File: src/rtl/frontend_response_returner_if.sv
// rtl/frontend_response_returner_if.sv - request tag, backend read-data and response bundle
// master drives requests, read beats and resp_ready; slave is the returner.
interface frontend_response_returner_if #(
  parameter int DATA_WIDTH = 128
);
  logic                  req_valid;
  logic                  req_ready;
  logic                  req_op_type;
  logic [4:0]            req_id;
  logic [1:0]            req_core_num;
  logic                  rd_data_valid;
  logic [DATA_WIDTH-1:0] rd_data;
  logic                  resp_valid;
  logic                  resp_ready;
  logic                  resp_op_type;
  logic [4:0]            resp_req_id;
  logic [1:0]            resp_core_num;
  logic [DATA_WIDTH-1:0] resp_data;

  modport master (
    output req_valid, req_op_type, req_id, req_core_num,
    output rd_data_valid, rd_data, resp_ready,
    input  req_ready, resp_valid, resp_op_type, resp_req_id, resp_core_num, resp_data
  );

  modport slave (
    input  req_valid, req_op_type, req_id, req_core_num,
    input  rd_data_valid, rd_data, resp_ready,
    output req_ready, resp_valid, resp_op_type, resp_req_id, resp_core_num, resp_data
  );
endinterface

File: src/rtl/frontend_response_returner.sv
// rtl/frontend_response_returner.sv - in-order tagged response return path
// Tags queue in arrival order; READ tags pair with buffered backend beats, WRITE tags ack with zero data.
module frontend_response_returner #(
  parameter int TAG_DEPTH  = 8,
  parameter int DATA_DEPTH = 4,
  parameter int DATA_WIDTH = 128
) (
  input  logic                        clk,
  input  logic                        rst_n,
  frontend_response_returner_if.slave bus,
  output logic [$clog2(TAG_DEPTH):0]  outstanding_cnt,
  output logic                        err_overflow,
  output logic                        err_orphan
);
  localparam int TAW = $clog2(TAG_DEPTH);
  localparam int DAW = $clog2(DATA_DEPTH);
  localparam logic [TAW:0] TAG_ONE = {{TAW{1'b0}}, 1'b1};

  typedef enum logic [1:0] {S_IDLE, S_WAIT_DATA, S_RESP} state_t;
  typedef struct packed {
    logic       op;
    logic [4:0] id;
    logic [1:0] core;
  } tag_t;

  state_t                state_q, state_d;
  logic [TAW:0]          tag_wr_ptr_q, tag_wr_ptr_d, tag_rd_ptr_q, tag_rd_ptr_d;
  logic [TAW:0]          pending_q, pending_d;
  logic [DAW:0]          dat_wr_ptr_q, dat_wr_ptr_d, dat_rd_ptr_q, dat_rd_ptr_d;
  logic                  req_ready_q, req_ready_d;
  logic                  resp_valid_q, resp_valid_d;
  tag_t                  resp_tag_q, resp_tag_d;
  logic [DATA_WIDTH-1:0] resp_data_q, resp_data_d;
  logic                  err_overflow_q, err_overflow_d, err_orphan_q, err_orphan_d;

  tag_t                  tag_mem [TAG_DEPTH];
  logic [DATA_WIDTH-1:0] dat_mem [DATA_DEPTH];

  logic                  tag_push, tag_pop, beat_push, dat_pop, dat_full, read_push;
  logic                  load, eval_head;
  logic [TAW:0]          tag_cnt, eff_tag_cnt, head_ptr;
  logic [DAW:0]          dat_cnt, eff_dat_cnt, dat_head_ptr;
  tag_t                  head_tag;

  assign tag_push  = bus.req_valid && req_ready_q;
  assign read_push = tag_push && bus.req_op_type;
  assign tag_pop   = resp_valid_q && bus.resp_ready;
  assign dat_pop   = tag_pop && resp_tag_q.op;
  assign tag_cnt   = tag_wr_ptr_q - tag_rd_ptr_q;
  assign dat_cnt   = dat_wr_ptr_q - dat_rd_ptr_q;
  assign dat_full  = (dat_wr_ptr_q[DAW] != dat_rd_ptr_q[DAW]) &&
                     (dat_wr_ptr_q[DAW-1:0] == dat_rd_ptr_q[DAW-1:0]);
  assign beat_push = bus.rd_data_valid && !dat_full && (pending_q != '0);

  // After a handshake the next head is one entry past the one being popped.
  assign head_ptr     = tag_rd_ptr_q + {{TAW{1'b0}}, tag_pop};
  assign dat_head_ptr = dat_rd_ptr_q + {{DAW{1'b0}}, dat_pop};
  assign eff_tag_cnt  = tag_cnt - {{TAW{1'b0}}, tag_pop};
  assign eff_dat_cnt  = dat_cnt - {{DAW{1'b0}}, dat_pop};
  assign head_tag     = tag_mem[head_ptr[TAW-1:0]];

  always_comb begin
    tag_wr_ptr_d = tag_wr_ptr_q + {{TAW{1'b0}}, tag_push};
    tag_rd_ptr_d = tag_rd_ptr_q + {{TAW{1'b0}}, tag_pop};
    dat_wr_ptr_d = dat_wr_ptr_q + {{DAW{1'b0}}, beat_push};
    dat_rd_ptr_d = dat_rd_ptr_q + {{DAW{1'b0}}, dat_pop};
    pending_d    = pending_q;
    if (read_push && !beat_push) begin
      pending_d = pending_q + TAG_ONE;
    end else if (!read_push && beat_push) begin
      pending_d = pending_q - TAG_ONE;
    end
    req_ready_d    = !((tag_wr_ptr_d[TAW] != tag_rd_ptr_d[TAW]) &&
                       (tag_wr_ptr_d[TAW-1:0] == tag_rd_ptr_d[TAW-1:0]));
    err_overflow_d = err_overflow_q || (bus.rd_data_valid && dat_full);
    err_orphan_d   = err_orphan_q || (bus.rd_data_valid && (pending_q == '0));
  end

  always_comb begin
    state_d      = state_q;
    resp_valid_d = resp_valid_q && !tag_pop;
    resp_tag_d   = resp_tag_q;
    resp_data_d  = resp_data_q;
    load         = 1'b0;
    eval_head    = 1'b0;
    case (state_q)
      S_IDLE:      eval_head = 1'b1;
      S_WAIT_DATA: load = (dat_cnt != '0);
      S_RESP:      eval_head = tag_pop;
      default:     state_d = S_IDLE;
    endcase
    if (eval_head) begin
      state_d = S_IDLE;
      if (eff_tag_cnt != '0) begin
        if (!head_tag.op || (eff_dat_cnt != '0)) begin
          load = 1'b1;
        end else begin
          state_d = S_WAIT_DATA;
        end
      end
    end
    if (load) begin
      state_d      = S_RESP;
      resp_valid_d = 1'b1;
      resp_tag_d   = head_tag;
      resp_data_d  = head_tag.op ? dat_mem[dat_head_ptr[DAW-1:0]] : '0;
    end
  end

  always_ff @(posedge clk) begin
    if (tag_push) begin
      tag_mem[tag_wr_ptr_q[TAW-1:0]] <= '{op: bus.req_op_type, id: bus.req_id, core: bus.req_core_num};
    end
    if (beat_push) begin
      dat_mem[dat_wr_ptr_q[DAW-1:0]] <= bus.rd_data;
    end
  end

  always_ff @(posedge clk or negedge rst_n) begin
    if (!rst_n) begin
      state_q        <= S_IDLE;
      tag_wr_ptr_q   <= '0;
      tag_rd_ptr_q   <= '0;
      dat_wr_ptr_q   <= '0;
      dat_rd_ptr_q   <= '0;
      pending_q      <= '0;
      req_ready_q    <= 1'b0;
      resp_valid_q   <= 1'b0;
      resp_tag_q     <= '0;
      resp_data_q    <= '0;
      err_overflow_q <= 1'b0;
      err_orphan_q   <= 1'b0;
    end else begin
      state_q        <= state_d;
      tag_wr_ptr_q   <= tag_wr_ptr_d;
      tag_rd_ptr_q   <= tag_rd_ptr_d;
      dat_wr_ptr_q   <= dat_wr_ptr_d;
      dat_rd_ptr_q   <= dat_rd_ptr_d;
      pending_q      <= pending_d;
      req_ready_q    <= req_ready_d;
      resp_valid_q   <= resp_valid_d;
      resp_tag_q     <= resp_tag_d;
      resp_data_q    <= resp_data_d;
      err_overflow_q <= err_overflow_d;
      err_orphan_q   <= err_orphan_d;
    end
  end

  assign bus.req_ready     = req_ready_q;
  assign bus.resp_valid    = resp_valid_q;
  assign bus.resp_op_type  = resp_tag_q.op;
  assign bus.resp_req_id   = resp_tag_q.id;
  assign bus.resp_core_num = resp_tag_q.core;
  assign bus.resp_data     = resp_data_q;
  assign outstanding_cnt   = tag_cnt;
  assign err_overflow      = err_overflow_q;
  assign err_orphan        = err_orphan_q;
endmodule

File: src/flat_wrapper.sv
// flat-port wrapper written by rule: the top's interface ports become plain ports
module frontend_response_returner_flat 
#(
  parameter int TAG_DEPTH  = 8,
  parameter int DATA_DEPTH = 4,
  parameter int DATA_WIDTH = 128
)
  (clk, rst_n, outstanding_cnt, err_overflow, err_orphan, bus_req_valid, bus_req_op_type, bus_req_id, bus_req_core_num, bus_rd_data_valid, bus_rd_data, bus_resp_ready, bus_req_ready, bus_resp_valid, bus_resp_op_type, bus_resp_req_id, bus_resp_core_num, bus_resp_data);
  frontend_response_returner_if #(.DATA_WIDTH(DATA_WIDTH)) bus_i ();
  input  logic clk;
  input  logic rst_n;
  output logic [$clog2(TAG_DEPTH):0] outstanding_cnt;
  output logic err_overflow;
  output logic err_orphan;
  input wire logic [$bits(bus_i.req_valid)-1:0] bus_req_valid;
  input wire logic [$bits(bus_i.req_op_type)-1:0] bus_req_op_type;
  input wire logic [$bits(bus_i.req_id)-1:0] bus_req_id;
  input wire logic [$bits(bus_i.req_core_num)-1:0] bus_req_core_num;
  input wire logic [$bits(bus_i.rd_data_valid)-1:0] bus_rd_data_valid;
  input wire logic [$bits(bus_i.rd_data)-1:0] bus_rd_data;
  input wire logic [$bits(bus_i.resp_ready)-1:0] bus_resp_ready;
  output wire logic [$bits(bus_i.req_ready)-1:0] bus_req_ready;
  output wire logic [$bits(bus_i.resp_valid)-1:0] bus_resp_valid;
  output wire logic [$bits(bus_i.resp_op_type)-1:0] bus_resp_op_type;
  output wire logic [$bits(bus_i.resp_req_id)-1:0] bus_resp_req_id;
  output wire logic [$bits(bus_i.resp_core_num)-1:0] bus_resp_core_num;
  output wire logic [$bits(bus_i.resp_data)-1:0] bus_resp_data;
  assign bus_i.req_valid = bus_req_valid;
  assign bus_i.req_op_type = bus_req_op_type;
  assign bus_i.req_id = bus_req_id;
  assign bus_i.req_core_num = bus_req_core_num;
  assign bus_i.rd_data_valid = bus_rd_data_valid;
  assign bus_i.rd_data = bus_rd_data;
  assign bus_i.resp_ready = bus_resp_ready;
  assign bus_req_ready = bus_i.req_ready;
  assign bus_resp_valid = bus_i.resp_valid;
  assign bus_resp_op_type = bus_i.resp_op_type;
  assign bus_resp_req_id = bus_i.resp_req_id;
  assign bus_resp_core_num = bus_i.resp_core_num;
  assign bus_resp_data = bus_i.resp_data;
  frontend_response_returner #(.TAG_DEPTH(TAG_DEPTH), .DATA_DEPTH(DATA_DEPTH), .DATA_WIDTH(DATA_WIDTH)) u_core (.clk(clk), .rst_n(rst_n), .bus(bus_i), .outstanding_cnt(outstanding_cnt), .err_overflow(err_overflow), .err_orphan(err_orphan));
endmodule
File: config.mk
export PLATFORM = sky130hd
export DESIGN_NAME = frontend_response_returner_flat
export DESIGN_NICKNAME = d
export VERILOG_FILES = /design/src/rtl/frontend_response_returner_if.sv /design/src/rtl/frontend_response_returner.sv /design/src/flat_wrapper.sv
export SDC_FILE = /design/constraint.sdc
export NUM_CORES = 1
export LEC_CHECK = 0
export CAP_MARGIN = 0
export CORE_MARGIN = 1
export CORE_UTILIZATION = 50
export CTS_CLUSTER_DIAMETER = 150
export DETAILED_ROUTE_END_ITERATION = 8
export GPL_TIMING_DRIVEN = 0
export PLACE_DENSITY = 0.79
export SETUP_SLACK_MARGIN = 0.1
export SLEW_MARGIN = 10
export SYNTH_ARGS = -nofsm -noshare
export SYNTH_HDL_FRONTEND = slang
export SYNTH_SLANG_ARGS = --single-unit
export TNS_END_PERCENT = 1
File: constraint.sdc
create_clock -name clk -period 10.3 [get_ports clk]
set_clock_uncertainty 0.05 [all_clocks]
set_input_delay 2.06 -clock clk [delete_from_list [all_inputs] [get_ports clk]]
set_output_delay 2.06 -clock clk [all_outputs]
set_load 0.01 [all_outputs]
==> impl_metrics.json <==
{
  "die_width_um": 235,
  "overflow": 0,
  "clk_latency_ns": 0.60,
  "cell_internal_pwr_mw": 7.92,
  "hold_viol_final": 0,
  "yosysTopAreaCellShare_pct": 63.5,
  "clockBufferDepth": 3,
  "synth_ff_type": "edfxtp_1",
  "finalSetupTns_ns": 0,
  "power_density_nw_per_um2": 352,
  "worst_setup_path_start_kind": "input port",
  "setup_viol": 0,
  "place_congestion": 0.768,
  "cp.arrival_ns": 5.89,
  "synthCells": 1207,
  "grt_first_pass_wirelength_um": 94100,
  "vias": 14200,
  "cts_sinks": 736,
  "grt_max_degree": 78,
  "portBuffers": 284,
  "cts_setup_buffers": 0,
  "clk_pin_slew_ns": 0.06,
  "drv_slew": 0,
  "final_nets": 1799,
  "placed_cells": 2257,
  "synth-seq-cells": 736,
  "maxCapViolations": 0,
  "dieArea_um2": 55400,
  "syn_nets": 1369,
  "synth_edf_count": 576,
  "vias_per_cell": 5.92,
  "post-route-period-util_pct": 52.5,
  "synth_top_cell_by_area": "edfxtp_1",
  "grtUsageTotal_pct": 22.9,
  "critPathCaptureType": "flip-flop",
  "fin_cells": 2398,
  "seq_power_share_pct": 36.2,
  "clkPwrFrac_pct": 22.2,
  "cts_tree": "built",
  "status": "finished clean",
  "cp_max_fo": 10,
  "core_area_um2": 53800,
  "min_path_cells": 1,
  "relSlewSlack_pct": 23.8,
  "grt_pass1_vias": 15400,
  "comb_power_share_pct": 41.6,
  "synth_area_per_cell_um2": 22.6,
  "die_h_um": 235,
  "p_switching_mw": 4.07,
  "cts_buffers": 74,
  "async_flop_share_pct": 21.7,
  "syn-cell-area_um2": 27200,
  "rows": 85,
  "cts_resized": 0,
  "r2r_slack_ns": 6.39,
  "ys_warn_count": 0,
  "dpl_cell_area_um2": 31700,
  "syn_to_final_growth_pct": 25.2,
  "max_freq_mhz": 185,
  "hold_class": "flip-flop to flip-flop",
  "firstDrtPassIters": 5,
  "peakVddDrop_uv": 207,
  "worstMarginPinSlew_ns": 1.14,
  "cts_hold_buf": 0,
  "power_leakage_nw": 11.9,
  "layout_setup_ws_ns": 4.89,
  "final_cell_area_um2": 34100,
  "p_sw_share_pct": 34.0,
  "htreeDepth": 3,
  "rsz0062_at_grt": "no",
  "start_util_pct": 50.6,
  "clockRootBuffer": "clkbuf_16",
  "period_needed_ns": 5.41,
  "dp_hpwl_um": 40400,
  "io_pins": 285,
  "netlist-cell-type-count": 38,
  "post_drt_wl_per_cell_um": 25.9,
  "antenna_left": 0,
  "wl_um": 62200,
  "worstSetupPathType": "input port to flip-flop",
  "layout-drive-gt1-share_pct": 21.2,
  "dp_slack_ns": 4.20,
  "route.detailed.drc": 0,
  "drtIter0Drc": 1087,
  "antenna_found_initial": 13,
  "ys_seq_area_share_pct": 78.2,
  "synthTopCellsByArea": "edfxtp_1 63%, dfrtp_1 15%, mux4_2 12%, a32o_1 4.7%, ha_1 0.83%",
  "r2r_cells": 10,
  "holdWs_ns": 0.429,
  "cp_data_required_time_ns": 10.78
}
==> synthesized netlist by cell type (2+ instances only) <==
library cell,instances
nand2b_1,4
fa_1,3
buf_6,15
mux4_2,144
a32o_1,128
nand2_1,7
a21oi_1,5
edfxtp_1,576
mux2_1,7
buf_1,4
ha_1,18
xnor2_1,7
a21o_1,3
o21ai_1,3
inv_1,12
buf_2,5
xor2_1,11
clkbuf_1,51
mux2_2,9
and3_1,5
dfrtp_1,160
nand3_1,2
nor2_1,8
nor3_1,6
==> power groups by stage <==
stage / Clock [mW] / Combinational [mW] / Sequential [mW]
final: 2.66 / 4.99 / 4.34
after CTS: 2.70 / 5.07 / 4.35
after detailed placement: 0 / 5.02 / 4.39
after floorplan: 0 / 3.05 / 4.57
after global routing: 2.82 / 5.36 / 4.40
after global placement: 0 / 4.73 / 4.67
==> cells by family (layout without fill, tap and decap cells) <==
family                   after synthesis  in the layout  share of synthesized area, %
buffers and inverters                 87            578                          1.63
adder cells (fa/ha/maj)               21             21                          1.05
multiplexers                         160            160                          12.6
other                                  0              4                             0
AND/OR/NAND/NOR                       38             38                         0.717
XOR/XNOR                              20             20                         0.721
AO/OA/AOI/OAI                        145            145                          5.13
flip-flops                           736            736                          78.2
==> path summary, 6_finish.rpt <==
kind                                        from                          end
hold / removal               u_core.pending_q[3]          u_core.pending_q[3]
max in group asynchronous                  rst_n     u_core.bus.resp_data[77]
min in group asynchronous                  rst_n  u_core.bus.resp_core_num[0]
setup reg to reg           u_core.bus.resp_valid    u_core.bus.resp_data[104]
hold reg to reg              u_core.pending_q[3]          u_core.pending_q[3]
setup / recovery                  bus_resp_ready    u_core.bus.resp_data[104]
==> layer usage <==
| layer | routed length [um] | global-route usage (%) |
|---|---|---|
| met2 | 31800 | 37.8 |
| met5 | 101 | 0 |
| met3 | 4730 | 6.25 |
| met1 | 23900 | 29.1 |
| met4 | 1620 | 8.99 |
==> cells in the final DEF (no fill, tap or decap), types with 3 or more instances in the layout <==
master	instances
ha_1	18
buf_2	5
clkinv_1	8
diode_2	4
clkdlybuf4s50_1	283
nand2_1	7
clkbuf_8	5
buf_1	4
a32o_1	128
inv_6	3
dfrtp_1	160
bufinv_16	5
edfxtp_1	576
fa_1	3
a21oi_1	5
mux4_2	144
o21ai_1	3
clkinv_2	13
nor3_2	6
mux2_2	9
xnor2_1	7
clkbuf_1	74
xor2_1	11
nor2_1	8
mux2_1	7
inv_1	12
clkbuf_16	77
and3_1	5
a21o_1	3
buf_6	48
nand2b_1	4
buf_4	34
==> registers in the layout, summed over array words and instances, names as in the netlist <==
name and flops:
u_core.tag_rd_ptr_q 4, u_core.dat_rd_ptr_q 3, u_core.pending_q 4, u_core.bus.resp_core_num 2, u_core.err_overflow 1, u_core.dat_mem 512
u_core.bus.req_ready 1, u_core.bus.resp_valid 1, u_core.err_orphan 1, u_core.bus.resp_req_id 5, u_core.state_q 2, u_core.tag_mem 64
u_core.bus.resp_data 128, u_core.bus.resp_op_type 1, u_core.tag_wr_ptr_q 4, u_core.dat_wr_ptr_q 3
==> per-stage QoR <==
stage / power (mW) / utilization, %
finish: 12.0 / 63.4
global route: 12.6 / 63.4
CTS: 12.1 / 63.4
detailed placement: 9.41 / 58.9
global placement: 9.40 / 57.5
floorplan: 7.62 / -
==> layout make-up <==
type | count | area [um^2]
sequential | 736 | 21300
fill | 3546 | 19700
multi-input combinational | 384 | 5530
timing repair buffer | 354 | 3540
clock buffer | 105 | 2080
tap | 696 | 871
buffer | 75 | 400
clock inverter | 32 | 324
inverter | 12 | 45.0
antenna | 4 | 10.0
==> worst max-delay path, cell delays in order <==
cell and delay [ns]:
clkdlybuf4s50_1 0.44, nand2_1 0.12, inv_1 0.08, ha_1 0.20
ha_1 0.31, clkbuf_1 0.41, mux4_2 0.30, mux2_2 0.22
clkbuf_1 0.86, clkbuf_1 0.62, a32o_1 0.27
No activity file was read; power rests on OpenSTA's default activity.
